File: config.mk
export PLATFORM = sky130hd
export DESIGN_NAME = sum_streamer_flat
export DESIGN_NICKNAME = d
export VERILOG_FILES = /design/src/rtl/sum_streamer_if.sv /design/src/rtl/sum_streamer.sv /design/src/flat_wrapper.sv
export SDC_FILE = /design/constraint.sdc
export NUM_CORES = 1
export LEC_CHECK = 0
export ABC_CLOCK_PERIOD_IN_PS = 3700
export CAP_MARGIN = 30
export CORE_MARGIN = 2
export CORE_UTILIZATION = 54
export DETAILED_ROUTE_END_ITERATION = 8
export GPL_ROUTABILITY_DRIVEN = 1
export GPL_TIMING_DRIVEN = 0
export PLACE_DENSITY = 0.95
export SYNTH_ARGS = -nofsm -noshare
export SYNTH_HDL_FRONTEND = slang
export SYNTH_SLANG_ARGS = --single-unit
File: constraint.sdc
create_clock -name clk -period 3.7 [get_ports clk]
set_input_delay 0.74 -clock clk [delete_from_list [all_inputs] [get_ports clk]]
set_output_delay 0.74 -clock clk [all_outputs]
set_load 0.03 [all_outputs]
File: src/rtl/sum_streamer_if.sv
`default_nettype none
// ============================================================================
//  Module      : sum_streamer_if
//  Description : Run control, sum RAM read port and UART TX byte handshake
//                signals of the sum streamer. The master modport is the
//                streamer; the slave modport is its environment.
//  Revision    : 1.0  initial release
// ============================================================================
interface sum_streamer_if #(
    parameter int ADDR_W = 10,
    parameter int DATA_W = 40
) ();
    logic              start;
    logic              busy;
    logic              done;
    logic              ram_rd_en;
    logic [ADDR_W-1:0] ram_rd_addr;
    logic [DATA_W-1:0] ram_rd_data;
    logic              tx_start;
    logic [7:0]        tx_data;
    logic              tx_busy;

    modport master (
        input  start, ram_rd_data, tx_busy,
        output busy, done, ram_rd_en, ram_rd_addr, tx_start, tx_data
    );

    modport slave (
        output start, ram_rd_data, tx_busy,
        input  busy, done, ram_rd_en, ram_rd_addr, tx_start, tx_data
    );
endinterface
`default_nettype wire

File: src/rtl/sum_streamer.sv
`default_nettype none
// ============================================================================
//  Module      : sum_streamer
//  Description : Reads NUM_WORDS sum words from the sum RAM and sends each one
//                MSB byte first to the UART TX through a START/BUSY handshake.
//                Optional macro SUM_STREAM_CSUM_EN appends a modulo-256 sum of
//                all data bytes as one extra byte per run.
//  Revision    : 1.0  initial release
// ============================================================================
module sum_streamer #(
    parameter int ADDR_W    = 10,
    parameter int DATA_W    = 40,
    parameter int NUM_WORDS = 768,
    parameter int RD_LAT    = 2
) (
    input  logic           clk,
    input  logic           reset,      // asynchronous, active-low
    sum_streamer_if.master bus
);
    localparam int BYTES  = DATA_W / 8;
    localparam int LAT_W  = (RD_LAT > 1) ? $clog2(RD_LAT) : 1;
    localparam int BCNT_W = (BYTES > 1) ? $clog2(BYTES) : 1;

    localparam logic [ADDR_W-1:0] LAST_WORD = ADDR_W'(NUM_WORDS - 1);
    localparam logic [LAT_W-1:0]  LAST_LAT  = LAT_W'(RD_LAT - 1);
    localparam logic [BCNT_W-1:0] LAST_BYTE = BCNT_W'(BYTES - 1);

    typedef enum logic [2:0] {
        S_IDLE  = 3'd0,
        S_READ  = 3'd1,
        S_LOAD  = 3'd2,
        S_SEND  = 3'd3,
        S_ACK   = 3'd4,
        S_DRAIN = 3'd5,
        S_DONE  = 3'd6
    } state_t;

    state_t              state_q,    state_d;
    logic [ADDR_W-1:0]   word_q,     word_d;
    logic [LAT_W-1:0]    lat_q,      lat_d;
    logic [BCNT_W-1:0]   byte_q,     byte_d;
    logic [DATA_W-1:0]   shift_q,    shift_d;
    logic                rd_en_q,    rd_en_d;
    logic                tx_start_q, tx_start_d;
    logic [7:0]          tx_data_q,  tx_data_d;
    logic                busy_q,     busy_d;
    logic                done_q,     done_d;
    logic [DATA_W-1:0]   w_shifted;
    logic                w_last_send;
`ifdef SUM_STREAM_CSUM_EN
    logic [7:0]          csum_q,     csum_d;
    logic                csum_ph_q,  csum_ph_d;
    logic [7:0]          w_csum_next;
`endif

    assign w_shifted = shift_q << 8;

`ifdef SUM_STREAM_CSUM_EN
    // the byte just acknowledged is still on tx_data_q, fold it in on DRAIN exit
    assign w_csum_next = csum_q + tx_data_q;
    assign w_last_send = csum_ph_q;
`else
    assign w_last_send = (byte_q == LAST_BYTE) && (word_q == LAST_WORD);
`endif

    // next-state and registered-output computation
    always_comb begin
        state_d    = state_q;
        word_d     = word_q;
        lat_d      = lat_q;
        byte_d     = byte_q;
        shift_d    = shift_q;
        rd_en_d    = rd_en_q;
        tx_start_d = tx_start_q;
        tx_data_d  = tx_data_q;
        busy_d     = busy_q;
        done_d     = 1'b0;
`ifdef SUM_STREAM_CSUM_EN
        csum_d     = csum_q;
        csum_ph_d  = csum_ph_q;
`endif
        case (state_q)
            S_IDLE: begin
                if (bus.start) begin
                    word_d  = '0;
                    lat_d   = '0;
                    rd_en_d = 1'b1;
                    busy_d  = 1'b1;
`ifdef SUM_STREAM_CSUM_EN
                    csum_d    = 8'h00;
                    csum_ph_d = 1'b0;
`endif
                    state_d = S_READ;
                end
            end
            S_READ: begin
                if (lat_q == LAST_LAT) begin
                    rd_en_d = 1'b0;
                    state_d = S_LOAD;
                end else begin
                    lat_d = lat_q + LAT_W'(1);
                end
            end
            S_LOAD: begin
                shift_d    = bus.ram_rd_data;
                byte_d     = '0;
                tx_start_d = 1'b1;
                tx_data_d  = bus.ram_rd_data[DATA_W-1 -: 8];
                state_d    = S_SEND;
            end
            S_SEND: begin
                state_d = S_ACK;
            end
            S_ACK: begin
                if (bus.tx_busy) begin
                    tx_start_d = 1'b0;
                    state_d    = S_DRAIN;
                end
            end
            S_DRAIN: begin
                if (!bus.tx_busy) begin
                    shift_d = w_shifted;
`ifdef SUM_STREAM_CSUM_EN
                    if (!csum_ph_q) csum_d = w_csum_next;
`endif
                    if (w_last_send) begin
                        done_d  = 1'b1;
                        busy_d  = 1'b0;
                        state_d = S_DONE;
                    end else if (byte_q != LAST_BYTE) begin
                        byte_d     = byte_q + BCNT_W'(1);
                        tx_start_d = 1'b1;
                        tx_data_d  = w_shifted[DATA_W-1 -: 8];
                        state_d    = S_SEND;
                    end else if (word_q != LAST_WORD) begin
                        word_d  = word_q + ADDR_W'(1);
                        lat_d   = '0;
                        rd_en_d = 1'b1;
                        state_d = S_READ;
                    end
`ifdef SUM_STREAM_CSUM_EN
                    else begin
                        csum_ph_d  = 1'b1;
                        tx_start_d = 1'b1;
                        tx_data_d  = w_csum_next;
                        state_d    = S_SEND;
                    end
`endif
                end
            end
            S_DONE: begin
                state_d = S_IDLE;
            end
            default: begin
                state_d = S_IDLE;
            end
        endcase
    end

    // state and output registers, cleared immediately on reset
    always_ff @(posedge clk or negedge reset) begin
        if (!reset) begin
            state_q    <= S_IDLE;
            word_q     <= '0;
            lat_q      <= '0;
            byte_q     <= '0;
            shift_q    <= '0;
            rd_en_q    <= 1'b0;
            tx_start_q <= 1'b0;
            tx_data_q  <= 8'h00;
            busy_q     <= 1'b0;
            done_q     <= 1'b0;
`ifdef SUM_STREAM_CSUM_EN
            csum_q     <= 8'h00;
            csum_ph_q  <= 1'b0;
`endif
        end else begin
            state_q    <= state_d;
            word_q     <= word_d;
            lat_q      <= lat_d;
            byte_q     <= byte_d;
            shift_q    <= shift_d;
            rd_en_q    <= rd_en_d;
            tx_start_q <= tx_start_d;
            tx_data_q  <= tx_data_d;
            busy_q     <= busy_d;
            done_q     <= done_d;
`ifdef SUM_STREAM_CSUM_EN
            csum_q     <= csum_d;
            csum_ph_q  <= csum_ph_d;
`endif
        end
    end

    assign bus.ram_rd_en   = rd_en_q;
    assign bus.ram_rd_addr = word_q;
    assign bus.tx_start    = tx_start_q;
    assign bus.tx_data     = tx_data_q;
    assign bus.busy        = busy_q;
    assign bus.done        = done_q;
endmodule
`default_nettype wire
File: src/flat_wrapper.sv
// flat-port wrapper written by rule: the top's interface ports become plain ports
module sum_streamer_flat 
#(
    parameter int ADDR_W    = 10,
    parameter int DATA_W    = 40,
    parameter int NUM_WORDS = 768,
    parameter int RD_LAT    = 2
)
  (clk, reset, bus_start, bus_ram_rd_data, bus_tx_busy, bus_busy, bus_done, bus_ram_rd_en, bus_ram_rd_addr, bus_tx_start, bus_tx_data);
  sum_streamer_if #(.ADDR_W(ADDR_W), .DATA_W(DATA_W)) bus_i ();
  input  logic clk;
  input  logic reset;
  input wire logic [$bits(bus_i.start)-1:0] bus_start;
  input wire logic [$bits(bus_i.ram_rd_data)-1:0] bus_ram_rd_data;
  input wire logic [$bits(bus_i.tx_busy)-1:0] bus_tx_busy;
  output wire logic [$bits(bus_i.busy)-1:0] bus_busy;
  output wire logic [$bits(bus_i.done)-1:0] bus_done;
  output wire logic [$bits(bus_i.ram_rd_en)-1:0] bus_ram_rd_en;
  output wire logic [$bits(bus_i.ram_rd_addr)-1:0] bus_ram_rd_addr;
  output wire logic [$bits(bus_i.tx_start)-1:0] bus_tx_start;
  output wire logic [$bits(bus_i.tx_data)-1:0] bus_tx_data;
  assign bus_i.start = bus_start;
  assign bus_i.ram_rd_data = bus_ram_rd_data;
  assign bus_i.tx_busy = bus_tx_busy;
  assign bus_busy = bus_i.busy;
  assign bus_done = bus_i.done;
  assign bus_ram_rd_en = bus_i.ram_rd_en;
  assign bus_ram_rd_addr = bus_i.ram_rd_addr;
  assign bus_tx_start = bus_i.tx_start;
  assign bus_tx_data = bus_i.tx_data;
  sum_streamer #(.ADDR_W(ADDR_W), .DATA_W(DATA_W), .NUM_WORDS(NUM_WORDS), .RD_LAT(RD_LAT)) u_core (.clk(clk), .reset(reset), .bus(bus_i));
endmodule
Word-level counts from Yosys, hierarchy flattened
Index checks and enable logic that the tools add are counted.
{ "word_totals": {"n_memories": 0, "register_bits": 61, "inputBits": 44, "out_inout_bits": 22, "latch_bits": 0, "ram_bits": 0, "romBits": 0, "elab_cells": 95} }
{ "classes": {"reduce_logical": 14, "n_div": 0, "addsub": 3, "order_cmp": 0, "shifts": 0, "eq_ne": 19, "n_mux": 49, "bitwise_logic": 0, "mul": 0} }
{ "ops": {"columns": ["op", "count"], "rows": [
  ["$pmux 32 s2", 1],
  ["$mux 10", 5],
  ["$mux 32", 1],
  ["$mux 3", 10],
  ["$mux 8", 3],
  ["$mux 1", 21],
  ["$pmux 10 s2", 1],
  ["$pmux 3 s6", 1],
  ["$pmux 8 s2", 1],
  ["$reduce_and 6->1", 2],
  ["$add 10x1->10 const B", 1],
  ["$eq 10x10->1 const B", 1],
  ["$ne 10x10->1 const B", 1],
  ["$ne 2x2->1 const B", 5],
  ["$reduce_and 5->1", 2],
  ["$eq 3x3->1 const B", 3],
  ["$pmux 1 s3", 3],
  ["$ne 2x1->1 const B", 4],
  ["$reduce_and 4->1", 2],
  ["$reduce_and 7->1", 1],
  ["$eq 3x2->1 const B", 2],
  ["$pmux 3 s2", 1],
  ["$reduce_bool 3->1", 2],
  ["$ne 4x1->1 const B", 1],
  ["other kinds (9)", 10]
]} }

Logic depth before layout (Yosys ltp)
{ "depth": {"word_depth": 6, "mapped_depth": 7, "ltp_nobuf": 7} }

Worst setup path after synthesis
Ideal clock, no wire load.
{ "synth_timing": {"path_kind": "register to register", "from": "register u_core.word_q[0], in the netlist u_core.bus.ram_rd_addr[0]", "to": "register u_core.rd_en_q, in the netlist u_core.bus.ram_rd_en", "required_ns": 3.574, "period_less_slack_ns": 2.234, "n_path_buf": 0, "arrival_time_ns": 2.108, "slack_ns": 1.466, "stages_incl_launch_ff": 7, "setup_ns": 0.126, "cell_sequence": "dfrtp_1 -> ha_1 -> nand3_1 -> o41ai_4 -> a211oi_2 -> a21o_1 -> a221o_1"} }
{ "synth_via": {"elab_chain_cells": 4, "elab_cells_between_ends": 6, "classes_between": "eq/ne (4); reduce/logical (2)"} }
{ "synth_lines": {"columns": ["item", "line", "rtl"], "rows": [
  ["from (decl)", "sum_streamer.sv:39", "logic [ADDR_W-1:0] word_q, word_d;"],
  ["from (signal assigned)", "sum_streamer.sv:179", "word_q <= word_d;"],
  ["$eq 10x10->1", "sum_streamer.sv:63", "assign w_last_send = (byte_q == LAST_BYTE) && (word_q == LAST_WORD);"],
  ["$logic_and 1x1->1", "sum_streamer.sv:63", null],
  ["$ne 2x2->1 (no line)", null, null],
  ["$reduce_and 7->1 (no line) *", null, null],
  ["to (signal assigned)", "sum_streamer.sv:183", "rd_en_q <= rd_en_d;"],
  ["to (decl)", "sum_streamer.sv:43", "logic rd_en_q, rd_en_d;"]
]} }
Every way passes the cells marked *; elsewhere a longest branch is shown, timed or not.
A chain may end at the register's enable or synchronous reset.

Final worst setup path
{ "layout_timing": {"from": "input bus_tx_busy", "to": "register u_core.shift_q[13]"} }
{ "layout_via": {"elab_chain_cells": 2} }
{ "layout_lines": {"columns": ["item", "line", "rtl"], "rows": [
  ["from (decl)", "flat_wrapper.sv:15", "input wire logic [$bits(bus_i.tx_busy)-1:0] bus_tx_busy;"],
  ["$ne 2x2->1 (no line)", null, null],
  ["$reduce_and 2->1 (no line)", null, null],
  ["to (signal assigned)", "sum_streamer.sv:182", "shift_q <= shift_d;"],
  ["to (decl)", "sum_streamer.sv:42", "logic [DATA_W-1:0] shift_q, shift_d;"]
]} }
Every way passes these cells.

==> results.py <==
metrics = {
    "outcome": {
        "outcome": "finished, final reports clean",
    },
    "sta": {
        "timing.final.crit_share_pct": 70.86,
        "rsz0062_at_grt": "false",
        "worstMarginPinSlew_ns": 0.6931,
        "setup_viol": 0,
        "fin_setup_tns_ns": 0,
        "fmax_ghz": 0.3814,
        "clock_skew_ns": 0.009356,
        "min_period_ns": 2.622,
        "slew_violations": 0,
        "setup_ws_ns": 1.078,
        "hold_violations": 0,
        "slew_headroom_pct": 53.80,
    },
    "power_and_ir_drop": {
        "irDropWorstVdd_mv": 0.4154,
        "p_leak_nw": 1.645,
        "power_mw": 2.764,
        "power.density_nw_per_um2": 707.3,
    },
    "grt": {
        "antenna_found_initial": 0,
        "grt_use_total_pct": 27.75,
        "first_global_vias": 2750,
        "grt_util_met1_pct": 34.68,
        "grt_overflow": 0,
        "use_met2_pct": 45.78,
        "busiest_layer": "met2",
        "grtUsageMet3_pct": 5.465,
        "grt_pass1_wl_mm": 12.90,
        "grt_max_degree": 33,
    },
    "synthesis": {
        "synth_largest_area_cell": "dfrtp_1",
        "syn_nets": 364,
        "seq_area_frac_synth_pct": 51.87,
        "ys_warn_count": 0,
        "synth-edff-count": 0,
        "synth_cell_types": 45,
        "syn_avg_cell_area_um2": 9.283,
        "syn_area_um2": 2943,
        "synth-seq-cells": 61,
        "synth_area_leaders": "dfrtp_1 (52%), nand2_1 (8.9%), a31oi_1 (5.1%)",
        "synth_cells": 317,
        "yosys.area.top_type_share_pct": 51.87,
        "synthArstFlopShare_pct": 100.0,
        "synthFlopType": "dfrtp_1",
    },
    "drt": {
        "vias_per_cell": 5.915,
        "ant_nets": 0,
        "drc_errors": 0,
        "drt-total-wl_mm": 7.917,
        "dr_total_vias": 2774,
        "routedWlPerCell_um": 16.88,
        "dr.pass1.iters": 5,
        "drt_iter0_drc": 286,
    },
    "floorplan": {
        "core_area_um2": 5172,
        "die_h_um": 77.82,
        "num_rows": 26,
        "die_w_um": 77.82,
        "die_area_um2": 6056,
        "ioPinCount": 66,
        "initial_core_util_pct": 56.89,
    },
    "cells_and_area": {
        "syn2layout_area_growth_pct": 32.78,
        "drive_gt1_share_pct": 7.268,
        "final_nets": 441,
        "n_fill_cell": 324,
        "insertedDiodeCount": 0,
    },
    "clock_tree": {
        "ctsHoldBuffers": 0,
        "htree_num_levels": 3,
        "clk_pin_slew_ns": 0.07,
        "cts_root_buffer": "clkbuf_8",
        "tritoncts": "yes",
        "clockBufferDepth": 2,
        "cts.sinks": 61,
        "cts_setup_buffers": 0,
        "cts_made_buffers": 9,
        "cts_resized": 0,
        "clk_latency_ns": 0.35,
    },
    "hold_path": {
        "hp-class": "in -> async",
    },
    "setup_path": {
        "reg2reg_depth": 6,
        "critPathRequiredTime_ns": 3.90,
        "cp-end-kind": "flop",
        "worstPathArrival_ns": 2.82,
        "crit_fanout": 10,
        "critPathKind": "in -> reg",
        "r2r-end": "u_core.bus.ram_rd_en$_DFFE_PN0P_",
        "startpoint_type": "input pin",
        "r2r-start": "u_core.bus.ram_rd_addr[0]$_DFFE_PN0P_",
        "ff2ff_setup_slack_ns": 1.20,
    },
    "placement": {
        "dp_hpwl_mm": 5.414,
        "io_buffers": 65,
        "gp_congestion": 0.8727,
        "place_ws_ns": 0.8068,
    },
    "flow_run": {
        "cap_violations": 0,
    },
}
==> cells by family (layout without fill, tap and decap cells) <==
group | Yosys count | in the layout | share of synthesized area, %
DFF | 61 | 61 | 51.87
AOI/OAI and AO/OA | 78 | 78 | 18.54
buffers and inverters | 27 | 109 | 3.699
xor gates and xnor gates | 7 | 7 | 2.083
adders and majority gates | 3 | 3 | 1.276
and+or+nand+nor | 132 | 132 | 19.47
muxes | 9 | 9 | 3.061
==> cell usage after synthesis, drive strengths merged (2+ instances only) <==
cell type,n
a211oi,5
a31oi,24
a21oi,5
ha,3
nand2,70
nor3b,2
inv,7
xnor2,6
mux2i,9
and2,2
nand4,2
buf,7
clkbuf,13
a21o,2
o21ai,20
nand3,8
dfrtp,61
nor3,3
nor2,35
nor2b,4
a22o,9
o41ai,2
==> worst max path at each step <==
stage	to	cells after the start	start	slack [ns]
floorplan	u_core.bus.ram_rd_en$_DFFE_PN0P_	6	u_core.bus.ram_rd_addr[0]$_DFFE_PN0P_	1.47
finish	u_core.shift_q[13]$_DFFE_PN0P_	6	bus_tx_busy	1.08
CTS	u_core.shift_q[10]$_DFFE_PN0P_	6	bus_tx_busy	1.13
global placement	u_core.bus.tx_data[4]$_DFFE_PN0P_	1	reset	0.1
global route	u_core.shift_q[13]$_DFFE_PN0P_	6	bus_tx_busy	0.91
detailed placement	u_core.shift_q[10]$_DFFE_PN0P_	6	bus_tx_busy	0.81
==> sequential cells by signal (all words and copies together) (netlist names) <==
register                flops
u_core.bus.busy             1
u_core.bus.done             1
u_core.bus.ram_rd_addr     10
u_core.bus.ram_rd_en        1
u_core.bus.tx_data          8
u_core.bus.tx_start         1
u_core.byte_q               3
u_core.lat_q                1
u_core.shift_q             32
u_core.state_q              3
==> metal layers <==
layer	vias to the layer above	routed length, um
li1	1272	-
met1	1329	3173
met2	147	3877
met3	26	595
met4	0	271
met5	-	0
==> layout make-up <==
type	instances	area [um^2]	area share, %
sequential	61	1526	39.06
multi-input combinational	229	1308	33.46
buffer	20	82.58	2.113
timing repair buffer	66	665.6	17.03
clock buffer	13	168.9	4.323
clock inverter	3	42.54	1.089
tap	70	87.58	2.241
inverter	7	26.28	0.6724
==> placed cells by master, fill, tap and decap left out, types with 2 or more instances in the layout <==
cell / instances
nor3_1: 3
dfrtp_1: 61
nor2_1: 35
clkdlybuf4s50_1: 64
clkbuf_8: 12
a21oi_1: 5
buf_2: 7
clkbuf_1: 14
and2_1: 2
inv_1: 7
nand3_1: 8
nand2_1: 70
o21ai_0: 20
nor3b_1: 2
a211oi_1: 4
mux2i_1: 9
a31oi_1: 24
nor2b_1: 4
xnor2_1: 6
a22o_1: 9
ha_1: 3
==> power by group <==
part / leakage, nW / internal, mW / switching, mW / total [mW]
Clock: 0.106 / 0.365 / 0.264 / 0.630
Sequential: 0.738 / 0.919 / 0.149 / 1.07
Combinational: 0.801 / 0.432 / 0.635 / 1.07
Total: 1.65 / 1.72 / 1.05 / 2.76
==> per-stage QoR <==
stage               util, %  area, um^2  hold slack (ns)  instances
global route          75.54        3908           0.5028        469
global placement      71.17        3681           0.4600        452
detailed placement    71.46        3696           0.4691        453
floorplan                 -        2943           0.4444        317
CTS                   75.54        3908           0.4540        469
finish                75.54        3908           0.4362        469
==> worst max-delay path, cell delays in order <==
cell and delay [ns]:
clkdlybuf4s50_1 0.44, clkbuf_1 0.27, o21ai_0 0.42, clkbuf_1 0.36, clkbuf_1 0.43, a31oi_1 0.15
Note: power is estimated with default switching activity, not from simulation.
